### src/rtl/uart_pkg.sv
// ============================================================================
//  Module   : uart_pkg
//  Brief    : Shared parity codes, FSM state encoding and limits for uart_tx_cfg.
//  Revision : 1.0
// ============================================================================
`default_nettype none

package uart_pkg;

   localparam logic [1:0] PAR_NONE = 2'd0;
   localparam logic [1:0] PAR_EVEN = 2'd1;
   localparam logic [1:0] PAR_ODD  = 2'd2;

   localparam int MIN_DATA_BITS = 5;

   typedef enum logic [2:0] {
      ST_IDLE   = 3'd0,
      ST_START  = 3'd1,
      ST_DATA   = 3'd2,
      ST_PARITY = 3'd3,
      ST_STOP   = 3'd4
   } tx_state_e;

   // Code 3 is a second spelling of "no parity".
   function automatic logic par_enabled(input logic [1:0] mode);
      return (mode == PAR_EVEN) || (mode == PAR_ODD);
   endfunction

endpackage

`default_nettype wire

### src/rtl/uart_baud_tick.sv
// ============================================================================
//  Module   : uart_baud_tick
//  Brief    : Per-bit down-counter; bit_end marks the last clock of each bit.
//  Revision : 1.0
// ============================================================================
`default_nettype none

module uart_baud_tick #(
   parameter int DIV_W = 32
) (
   input  logic             clk,
   input  logic             rst,
   input  logic             enable,
   input  logic             restart,
   input  logic [DIV_W-1:0] reload,
   output logic             bit_end
);

   logic [DIV_W-1:0] cnt_q;
   logic [DIV_W-1:0] cnt_d;

   assign bit_end = enable && (cnt_q == '0);

   // reload is never zero, so reload-1 cannot underflow.
   always_comb begin
      cnt_d = cnt_q;
      if (restart || bit_end) begin
         cnt_d = reload - DIV_W'(1);
      end else if (enable) begin
         cnt_d = cnt_q - DIV_W'(1);
      end
   end

   always_ff @(posedge clk) begin
      if (rst) begin
         cnt_q <= '0;
      end else begin
         cnt_q <= cnt_d;
      end
   end

endmodule

`default_nettype wire

### src/rtl/uart_tx_cfg.sv
// ============================================================================
//  Module   : uart_tx_cfg
//  Brief    : Runtime-configurable UART transmitter (5..MAX data bits, parity,
//             1/2 stop bits, baud divisor). Define UART_TX_FIFO_EN to add a
//             FIFO_DEPTH-entry TX FIFO in front of the frame FSM.
//  Revision : 1.0
// ============================================================================
`default_nettype none

module uart_tx_cfg
   import uart_pkg::*;
#(
   parameter int MAX_DATA_BITS = 9,
   parameter int DIV_W         = 32,
   parameter int FIFO_DEPTH    = 8
) (
   input  logic                     clk,
   input  logic                     rst,
   input  logic [MAX_DATA_BITS-1:0] tx_data,
   input  logic                     tx_valid,
   output logic                     tx_ready,
   input  logic [3:0]               data_bits,
   input  logic [1:0]               parity_mode,
   input  logic                     stop_bits,
   input  logic [DIV_W-1:0]         baud_div,
   output logic                     tx,
   output logic                     tx_busy,
   output logic                     tx_sent
);

   localparam logic [3:0] C_MAX_NBITS = 4'(MAX_DATA_BITS);
   localparam logic [3:0] C_MIN_NBITS = 4'(MIN_DATA_BITS);

   tx_state_e                state_q, state_d;
   logic                     tx_q, tx_d;
   logic [MAX_DATA_BITS-1:0] sh_q, sh_d;
   logic [3:0]               nbits_q, nbits_d;
   logic [3:0]               bit_idx_q, bit_idx_d;
   logic                     par_en_q, par_en_d;
   logic                     par_bit_q, par_bit_d;
   logic                     stop2_q, stop2_d;
   logic                     stop_idx_q, stop_idx_d;
   logic [DIV_W-1:0]         div_q, div_d;

   logic                     w_bit_end;
   logic                     w_last_stop;
   logic                     w_can_load;
   logic                     w_load;
   logic                     w_fifo_busy;
   logic [MAX_DATA_BITS-1:0] w_src_data;
   logic [MAX_DATA_BITS-1:0] w_mask;
   logic [MAX_DATA_BITS-1:0] w_src_masked;
   logic [3:0]               w_src_nbits;
   logic [DIV_W-1:0]         w_src_div;
   logic [DIV_W-1:0]         w_reload;

   always_comb begin
      if (data_bits < C_MIN_NBITS) begin
         w_src_nbits = C_MIN_NBITS;
      end else if (data_bits > C_MAX_NBITS) begin
         w_src_nbits = C_MAX_NBITS;
      end else begin
         w_src_nbits = data_bits;
      end
   end

   assign w_src_div    = (baud_div == '0) ? DIV_W'(1) : baud_div;
   assign w_mask       = ~({MAX_DATA_BITS{1'b1}} << w_src_nbits);
   assign w_src_masked = w_src_data & w_mask;

   // Final clock of the final stop bit: frame done, next byte may load here.
   assign w_last_stop = (state_q == ST_STOP) && (stop_idx_q == stop2_q) && w_bit_end;
   assign w_can_load  = (state_q == ST_IDLE) || w_last_stop;

`ifdef UART_TX_FIFO_EN
   localparam int PTR_W = $clog2(FIFO_DEPTH);

   logic [MAX_DATA_BITS-1:0] fifo_mem_q [FIFO_DEPTH];
   logic [PTR_W-1:0]         wr_ptr_q, wr_ptr_d;
   logic [PTR_W-1:0]         rd_ptr_q, rd_ptr_d;
   logic [PTR_W:0]           count_q, count_d;
   logic                     w_full;
   logic                     w_empty;
   logic                     w_push;

   assign w_full      = (count_q == (PTR_W+1)'(FIFO_DEPTH));
   assign w_empty     = (count_q == '0);
   assign w_push      = tx_valid && !w_full;
   assign w_load      = w_can_load && !w_empty;
   assign w_src_data  = fifo_mem_q[rd_ptr_q];
   assign tx_ready    = !w_full;
   assign w_fifo_busy = !w_empty;

   always_comb begin
      wr_ptr_d = wr_ptr_q;
      rd_ptr_d = rd_ptr_q;
      count_d  = count_q;
      if (w_push) begin
         wr_ptr_d = wr_ptr_q + 1'b1;
      end
      if (w_load) begin
         rd_ptr_d = rd_ptr_q + 1'b1;
      end
      case ({w_push, w_load})
         2'b10:   count_d = count_q + 1'b1;
         2'b01:   count_d = count_q - 1'b1;
         default: count_d = count_q;
      endcase
   end

   always_ff @(posedge clk) begin
      if (rst) begin
         wr_ptr_q <= '0;
         rd_ptr_q <= '0;
         count_q  <= '0;
      end else begin
         wr_ptr_q <= wr_ptr_d;
         rd_ptr_q <= rd_ptr_d;
         count_q  <= count_d;
      end
   end

   always_ff @(posedge clk) begin
      if (w_push) begin
         fifo_mem_q[wr_ptr_q] <= tx_data;
      end
   end
`else
   assign w_load      = tx_valid && w_can_load;
   assign w_src_data  = tx_data;
   assign tx_ready    = w_can_load;
   assign w_fifo_busy = 1'b0;
`endif

   // A new frame takes its divisor straight from the source, not from div_q.
   assign w_reload = w_load ? w_src_div : div_q;

   uart_baud_tick #(
      .DIV_W (DIV_W)
   ) u_baud_tick (
      .clk     (clk),
      .rst     (rst),
      .enable  (state_q != ST_IDLE),
      .restart (w_load),
      .reload  (w_reload),
      .bit_end (w_bit_end)
   );

   always_comb begin
      state_d    = state_q;
      tx_d       = tx_q;
      sh_d       = sh_q;
      nbits_d    = nbits_q;
      bit_idx_d  = bit_idx_q;
      par_en_d   = par_en_q;
      par_bit_d  = par_bit_q;
      stop2_d    = stop2_q;
      stop_idx_d = stop_idx_q;
      div_d      = div_q;

      case (state_q)
         ST_START: begin
            if (w_bit_end) begin
               state_d   = ST_DATA;
               tx_d      = sh_q[0];
               sh_d      = sh_q >> 1;
               bit_idx_d = '0;
            end
         end
         ST_DATA: begin
            if (w_bit_end) begin
               if (bit_idx_q == nbits_q - 4'd1) begin
                  if (par_en_q) begin
                     state_d = ST_PARITY;
                     tx_d    = par_bit_q;
                  end else begin
                     state_d    = ST_STOP;
                     tx_d       = 1'b1;
                     stop_idx_d = 1'b0;
                  end
               end else begin
                  bit_idx_d = bit_idx_q + 4'd1;
                  tx_d      = sh_q[0];
                  sh_d      = sh_q >> 1;
               end
            end
         end
         ST_PARITY: begin
            if (w_bit_end) begin
               state_d    = ST_STOP;
               tx_d       = 1'b1;
               stop_idx_d = 1'b0;
            end
         end
         ST_STOP: begin
            if (w_bit_end) begin
               if (stop_idx_q == stop2_q) begin
                  state_d = ST_IDLE;
                  tx_d    = 1'b1;
               end else begin
                  stop_idx_d = 1'b1;
               end
            end
         end
         default: ;
      endcase

      // Loading overrides the STOP->IDLE exit so back-to-back frames have no gap.
      if (w_load) begin
         state_d   = ST_START;
         tx_d      = 1'b0;
         sh_d      = w_src_masked;
         nbits_d   = w_src_nbits;
         par_en_d  = par_enabled(parity_mode);
         par_bit_d = (^w_src_masked) ^ (parity_mode == PAR_ODD);
         stop2_d   = stop_bits;
         div_d     = w_src_div;
      end
   end

   always_ff @(posedge clk) begin
      if (rst) begin
         state_q    <= ST_IDLE;
         tx_q       <= 1'b1;
         sh_q       <= '0;
         nbits_q    <= '0;
         bit_idx_q  <= '0;
         par_en_q   <= 1'b0;
         par_bit_q  <= 1'b0;
         stop2_q    <= 1'b0;
         stop_idx_q <= 1'b0;
         div_q      <= '0;
      end else begin
         state_q    <= state_d;
         tx_q       <= tx_d;
         sh_q       <= sh_d;
         nbits_q    <= nbits_d;
         bit_idx_q  <= bit_idx_d;
         par_en_q   <= par_en_d;
         par_bit_q  <= par_bit_d;
         stop2_q    <= stop2_d;
         stop_idx_q <= stop_idx_d;
         div_q      <= div_d;
      end
   end

   assign tx      = tx_q;
   assign tx_sent = w_last_stop;
   assign tx_busy = (state_q != ST_IDLE) || w_fifo_busy;

endmodule

`default_nettype wire

### config.mk
export PLATFORM = sky130hd
export DESIGN_NAME = uart_tx_cfg
export DESIGN_NICKNAME = d
export VERILOG_FILES = /design/src/rtl/uart_pkg.sv /design/src/rtl/uart_baud_tick.sv /design/src/rtl/uart_tx_cfg.sv
export SDC_FILE = /design/constraint.sdc
export NUM_CORES = 1
export LEC_CHECK = 0
export CAP_MARGIN = 15
export CORE_MARGIN = 4
export CORE_UTILIZATION = 58
export DETAILED_ROUTE_END_ITERATION = 16
export PLACE_DENSITY = 0.86
export SYNTH_ARGS = -nofsm -noshare
export SYNTH_HDL_FRONTEND = slang
export SYNTH_SLANG_ARGS = --single-unit
### constraint.sdc
create_clock -name clk -period 5.3 [get_ports clk]
set_clock_uncertainty 0.05 [all_clocks]
set_input_delay 0.53 -clock clk [delete_from_list [all_inputs] [get_ports clk]]
set_output_delay 0.53 -clock clk [all_outputs]
set_load 0.005 [all_outputs]
Word level (Yosys, flattened, before mapping)
Index checks and enable logic that the tools add are counted.
{"block": "classes", "n_addsub": 4, "bitwise": 3, "mux": 40, "magnitude_cmp": 2, "reduce_logical": 25, "n_eq_ne": 24, "shifts": 1}
{"op": "two-way mux 32 bit", "n": 4}
{"op": "logical NOT 32 bit", "n": 2}
{"op": "subtractor 32 x 1 -> 32 bit, second input constant", "n": 2}
{"op": "two-way mux 9 bit", "n": 4}
{"op": "two-way mux 3 bit", "n": 7}
{"op": "AND reduction 7 bit", "n": 3}
{"op": "two-way mux 4 bit", "n": 5}
{"op": "case mux 9 bit (2 select lines)", "n": 1}
{"op": "two-way mux 1 bit", "n": 15}
{"op": "!= test 3 x 1 -> 1 bit, second input constant", "n": 5}
{"op": "case mux 3 bit (4 select lines)", "n": 1}
{"op": "!= test 2 x 1 -> 1 bit, second input constant", "n": 5}
{"op": "AND 9 bit", "n": 1}
{"op": "NOT 9 bit", "n": 1}
{"op": "nonzero test 3 bit", "n": 3}
{"op": "XOR reduction 9 bit", "n": 1}
{"op": "<< shifter 9 x 4 -> 9 bit, first input constant", "n": 1}
{"op": "!= test 2 bit, second input constant", "n": 4}
{"op": "case mux 4 bit (2 select lines)", "n": 1}
{"op": "AND reduction 4 bit", "n": 2}
{"op": "== test 3 x 2 -> 1 bit, second input constant", "n": 2}
{"op": "!= test 3 x 2 -> 1 bit, second input constant", "n": 2}
{"op": "AND reduction 6 bit", "n": 1}
{"op": "nonzero test 5 bit", "n": 1}
{"op": "other kinds (19)", "n": 25}
{"block": "word_totals", "out_inout_bits": 4, "word_cells": 111, "in_bits": 51, "regBits": 89}

Longest topological paths before layout
{"block": "depth", "depth_word": 8, "depth_mapped": 19, "depth_no_buf": 13}

Hierarchy
From an unflattened synthesis, not the netlist that was laid out.
{"block": "hier_totals", "cells_unflattened": 688, "hier_area_um2": 5640.4}
{"mod": "uart_baud_tick", "area_per_inst_um2": 2870.3, "n_inst": 1, "cells_each": 402, "seq_area_each_um2": 640.6}
{"mod": "uart_tx_cfg", "area_per_inst_um2": 2770.2, "n_inst": 1, "cells_each": 286, "seq_area_each_um2": 1141.1}

Worst setup path before layout
OpenSTA, ideal clock, no wires.
{"block": "synth_path", "kind": "input -> register", "from": "input port tx_valid", "to": "register u_baud_tick.cnt_q[20]", "t_required_ps": 5164, "slack_ps": 883, "path_buffers": 5, "stages": 17, "setup_ps": 86, "arrival_ps": 4282, "path_cell_list": "inv_1 nor2_1 buf_2 nor2_2 buf_2 buf_1 clkbuf_1 mux2i_1 nand2_1 o21ai_0 ha_1 o31ai_1 or4_1 buf_6 or3_1 xnor2_1 a211oi_1"}
{"block": "synth_via", "elab_chain_cells": 4, "elab_cells_between_ends": 6, "classes_between": "1 x add/sub; 2 x mux; 3 x reduce/logical"}
{"item": "from (decl)", "line_no": "uart_tx_cfg.sv:20", "source": "input logic tx_valid,"}
{"item": "logical AND 1 bit (*)", "line_no": "uart_tx_cfg.sv:129", "source": "assign w_load = tx_valid && w_can_load;"}
{"item": "two-way mux 32 bit"}
{"item": "subtractor 32 x 1 -> 32 bit", "line_no": "uart_baud_tick.sv:28", "source": "cnt_d = reload - DIV_W'(1);"}
{"item": "two-way mux 32 bit", "line_no": "uart_baud_tick.sv:27", "source": "if (restart || bit_end) begin"}
{"item": "to (signal assigned)", "line_no": "uart_baud_tick.sv:38", "source": "cnt_q <= cnt_d;"}
{"item": "to (decl)", "line_no": "uart_baud_tick.sv:19", "source": "logic [DIV_W-1:0] cnt_q;"}
Every way passes the cells marked *; elsewhere a longest branch is shown, timed or not.
A chain may end at the register's enable or synchronous reset.

Worst setup path in the final report
{"block": "layout_path", "from": "register u_baud_tick.cnt_q[16]", "to": "register u_baud_tick.cnt_q[28]"}
{"block": "layout_via", "elab_chain_cells": 8, "elab_cells_between_ends": 12, "classes_between": "2 x add/sub; 3 x mux; 7 x reduce/logical"}
{"item": "logical NOT 32 bit", "line_no": "uart_baud_tick.sv:22", "source": "assign bit_end = enable && (cnt_q == '0);"}
{"item": "logical AND 1 bit", "line_no": "uart_baud_tick.sv:22"}
{"item": "logical AND 1 bit", "line_no": "uart_tx_cfg.sv:72", "source": "assign w_last_stop = (state_q == ST_STOP) && (stop_idx_q == stop2_q) && w_bit_end;"}
{"item": "logical OR 1 bit", "line_no": "uart_tx_cfg.sv:73", "source": "assign w_can_load = (state_q == ST_IDLE) || w_last_stop;"}
{"item": "logical AND 1 bit", "line_no": "uart_tx_cfg.sv:129"}
{"item": "two-way mux 32 bit"}
{"item": "subtractor 32 x 1 -> 32 bit", "line_no": "uart_baud_tick.sv:28"}
{"item": "two-way mux 32 bit", "line_no": "uart_baud_tick.sv:27"}
Parallel ways exist; a longest one is shown, timed or not. The select of a mux whose other input is x is not followed.

==> out/qor.csv <==
stage,metric,value,unit
status,status,"complete, no violations",
clocking,Max clock buf depth,2,
routing,DRC,0,
routing,wl on met1,6560,microns
routing,highest metal used,met4,
clocking,CTS tree,yes,
pwr,leakage,2.23,nW
job,maxcap violations,0,
die,Die X,104,microns
routing,"antenna viol nets, final",0,
clocking,Worst-path clk slew,0.09,ns
sta,setup_tns,0,ns
sta,Least-Margin Pin Slew,1.14,ns
global_route,vias in the first global route,5232,
setup_path,FF-to-FF End,u_baud_tick.cnt_q[28],
routing,average vias per placed instance,6.62,
pwr,Max IR drop VDD,0.192,mV
final_layout,fraction of layout cells with a size suffix above 1,7.95,%
setup_path,internal reg-to-reg setup slack,0.80,ns
die,Chip Height,104,microns
sta,slew margin rel.,23.6,%
setup_path,critical path data arrival time,4.71,ns
clocking,worst-skew pair later-pin latency,0.38,ns
routing,metal3 WL,1400,microns
die,cell row count,34,
synthesis,sequential fraction of the synthesis area,33.2,%
die,die area,10900,sq um
final_layout,Layout Nets,767,
clocking,clock buffer count from CTS,9,
setup_path,crit path max fanout,9,
global_route,initial antenna violation count,0,
synthesis,synthesized netlist cell count,684,
sta,min Tclk post-route,4.50,ns
sta,"Slew Viols, Final",0,
clocking,H-tree Lvls,3,
pwr,Pwr Density,278,nW/um^2
setup_path,reg-to-reg startpoint,u_baud_tick.cnt_q[16],
die,Initial Util,60.7,%
sta,Fmax,0.222,GHz
global_route,GRT Util Overall,29.1,%
synthesis,largest area contributor in the netlist,dfxtp_1,
clocking,# resized after CTS,0,
pwr,Tot Pwr,1.70,mW
clocking,Root Buffer,clkbuf_8,
clocking,CTS Hold Bufs,0,
synthesis,synth unique cells,73,
global_route,grt total ovfl,0,
sta,final hold vios,0,
sta,setup violators final,0,
synthesis,Syn Std Cell Area,5370,sq um
synthesis,top cell type's share of synthesized area,33.2,%
routing,DR WL met2,7600,microns
global_route,largest net degree at the start of global routing,64,
synthesis,top post-synthesis cells by area,"dfxtp_1 (33%), nor2_1 (6.8%), nand2_1 (5.2%)",
placed_design,Post-DP HPWL,11300,microns
die,I/O pins,55,
setup_path,CP startpoint kind,flip-flop,
hold_path,WHS Path Cells,2,
global_route,first-pass GRT wire length,25900,microns
setup_path,R2R depth,13,
die,Core ar.,8850,sq um
routing,total number of vias,5459,
routing,Detailed Routing Iterations Pass 1,5,
setup_path,WP data required,5.52,ns
synthesis,number of flops mapped to enable cells by yosys,0,
hold_path,min-delay src,div_q[18],
routing,Post-Route WL,15900,microns
placed_design,RePlAce Congestion,0.929,
setup_path,crit path kind,flip-flop to flip-flop,
hold_path,hold endpoint,div_q[18],
synthesis,ys flop type,dfxtp_1,
sta,final worst path period share,84.8,%
clocking,postcts setup bufs,0,
placed_design,# port buffers,54,
synthesis,YS warnings,0,
routing,initial drt markers,503,
final_layout,antenna cell count,0,
hold_path,min-delay worst type,flip-flop to flip-flop,
final_layout,Layout area overhead,13.9,%
setup_path,endpoint class of the critical path,flip-flop,
routing,DR WL/cell,19.3,microns
synthesis,Syn Area/Cell,7.85,sq um
sta,RSZ-0062 raised after global routing,no,
synthesis,Synth Register Bits,89,
clocking,total clock sinks,89,
synthesis,Syn Nets,739,
synthesis,Synth async-reset ratio,0,%
-- placed cells by master (no fill, tap or decap), drive strengths merged, types with 4 or more instances in the layout --
cell type      synthesis  final
o21bai                 9      9
nor4                  20     20
nor3                  20     20
a21o                   4      4
and2                   5      5
mux2i                 27     27
nand4                  9      9
xnor2                 20     20
o221ai                 8      8
nand2b                15     15
ha                     4      4
o22a                   4      4
or3                    6      6
nand2                 75     75
o22ai                 10     10
buf                   13      9
nor2                  98     98
a311oi                 9      9
dfxtp                 89     89
nor3b                  6      6
nand3                 21     21
o31ai                  4      4
clkbuf                32     14
o21ai                 33     33
a31oi                  5      5
or2                    6      6
clkdlybuf4s50          0     53
a211oi                27     27
a21oi                 51     51
inv                    6      6
xor2                   7      7
-- worst max path at each step --
stage,endpoint,from,cells past startpoint
CTS,u_baud_tick.cnt_q[28],u_baud_tick.cnt_q[16],13
finish,u_baud_tick.cnt_q[28],u_baud_tick.cnt_q[16],13
global placement,u_baud_tick.cnt_q[20],tx_valid,13
floorplan,u_baud_tick.cnt_q[20],tx_valid,17
detailed placement,u_baud_tick.cnt_q[28],tx_valid,13
global route,u_baud_tick.cnt_q[28],u_baud_tick.cnt_q[16],13
-- metrics by stage --
stage	setup WS, ns	cells	hold WS, ns	area [sq um]	utilization (%)
CTS	0.922	825	0.409	6110	69.1
floorplan	0.883	684	0.377	5370	-
global route	0.590	825	0.428	6110	69.1
finish	0.804	825	0.409	6110	69.1
detailed placement	0.754	809	0.397	5920	66.9
global placement	0.924	809	0.385	5920	66.9
-- layer usage --
| metal | up-vias | GRT usage (%) |
|---|---|---|
| li1 | 2565 | - |
| met1 | 2570 | 37.0 |
| met2 | 283 | 48.9 |
| met3 | 41 | 6.46 |
| met4 | 0 | 9.40 |
| met5 | - | 0 |
-- synthesized netlist by cell type (4+ instances only) --
library cell	instances
clkbuf_1	31
o21bai_1	9
dfxtp_1	89
ha_1	4
xnor2_1	20
and2_1	5
a21oi_1	50
or2_2	6
nand3_1	20
buf_2	7
inv_1	5
mux2i_1	27
nor3_1	15
or3_1	6
a211oi_1	26
nor2_1	97
a311oi_1	9
nand2b_1	15
nor3b_1	5
o31ai_1	4
nor4_1	16
nand4_1	9
o22ai_1	10
o21ai_0	33
o221ai_1	6
a21o_1	4
a31oi_1	5
xor2_1	7
o22a_1	4
nand2_1	74
-- sequential cells by signal, summed over array words and instances (netlist names) --
register / count
u_baud_tick.cnt_q: 32
nbits_q: 4
state_q: 3
sh_q: 9
tx: 1
par_en_q: 1
par_bit_q: 1
stop2_q: 1
stop_idx_q: 1
bit_idx_q: 4
div_q: 32
-- power by group --
group	total (mW)	internal (mW)	switching, mW
Clock	0.477	0.232	0.245
Combinational	0.447	0.187	0.260
Sequential	0.773	0.723	0.0502
Total	1.70	1.14	0.555
-- final cells by class --
class                           count  area, sq um
Clock buffer                       14          153
Clock inverter                      2         37.5
Fill cell                         763         2740
Inverter                            6         22.5
Multi-Input combinational cell    544         3390
Sequential cell                    89         1780
Tap cell                          108          135
Timing Repair Buffer               62          596
-- cell families (layout without fill, tap and decap cells) --
kind of cell | after synthesis | count (layout) | share of synthesized area [%]
XOR/XNOR | 27 | 27 | 4.40
buffers and inverters | 51 | 84 | 4.17
AO/OA/AOI/OAI | 185 | 185 | 23.1
flip-flops | 89 | 89 | 33.2
adder cells (fa/ha/maj) | 4 | 4 | 0.932
multiplexers | 30 | 30 | 5.66
AND/OR/NAND/NOR | 298 | 298 | 28.5
-- critical path: stages (launching register included) --
cell,delay (ns)
dfxtp_1,0.35
nor4_1,0.58
nand4_1,0.42
nor3_2,0.43
nor2_4,0.06
mux2i_1,0.22
nand2_1,0.08
o21ai_0,0.09
ha_1,0.23
o31ai_1,0.13
or4_1,0.80
nor4_4,0.50
nand3_1,0.14
a311oi_1,0.30
(Power assumes the default switching activity.)
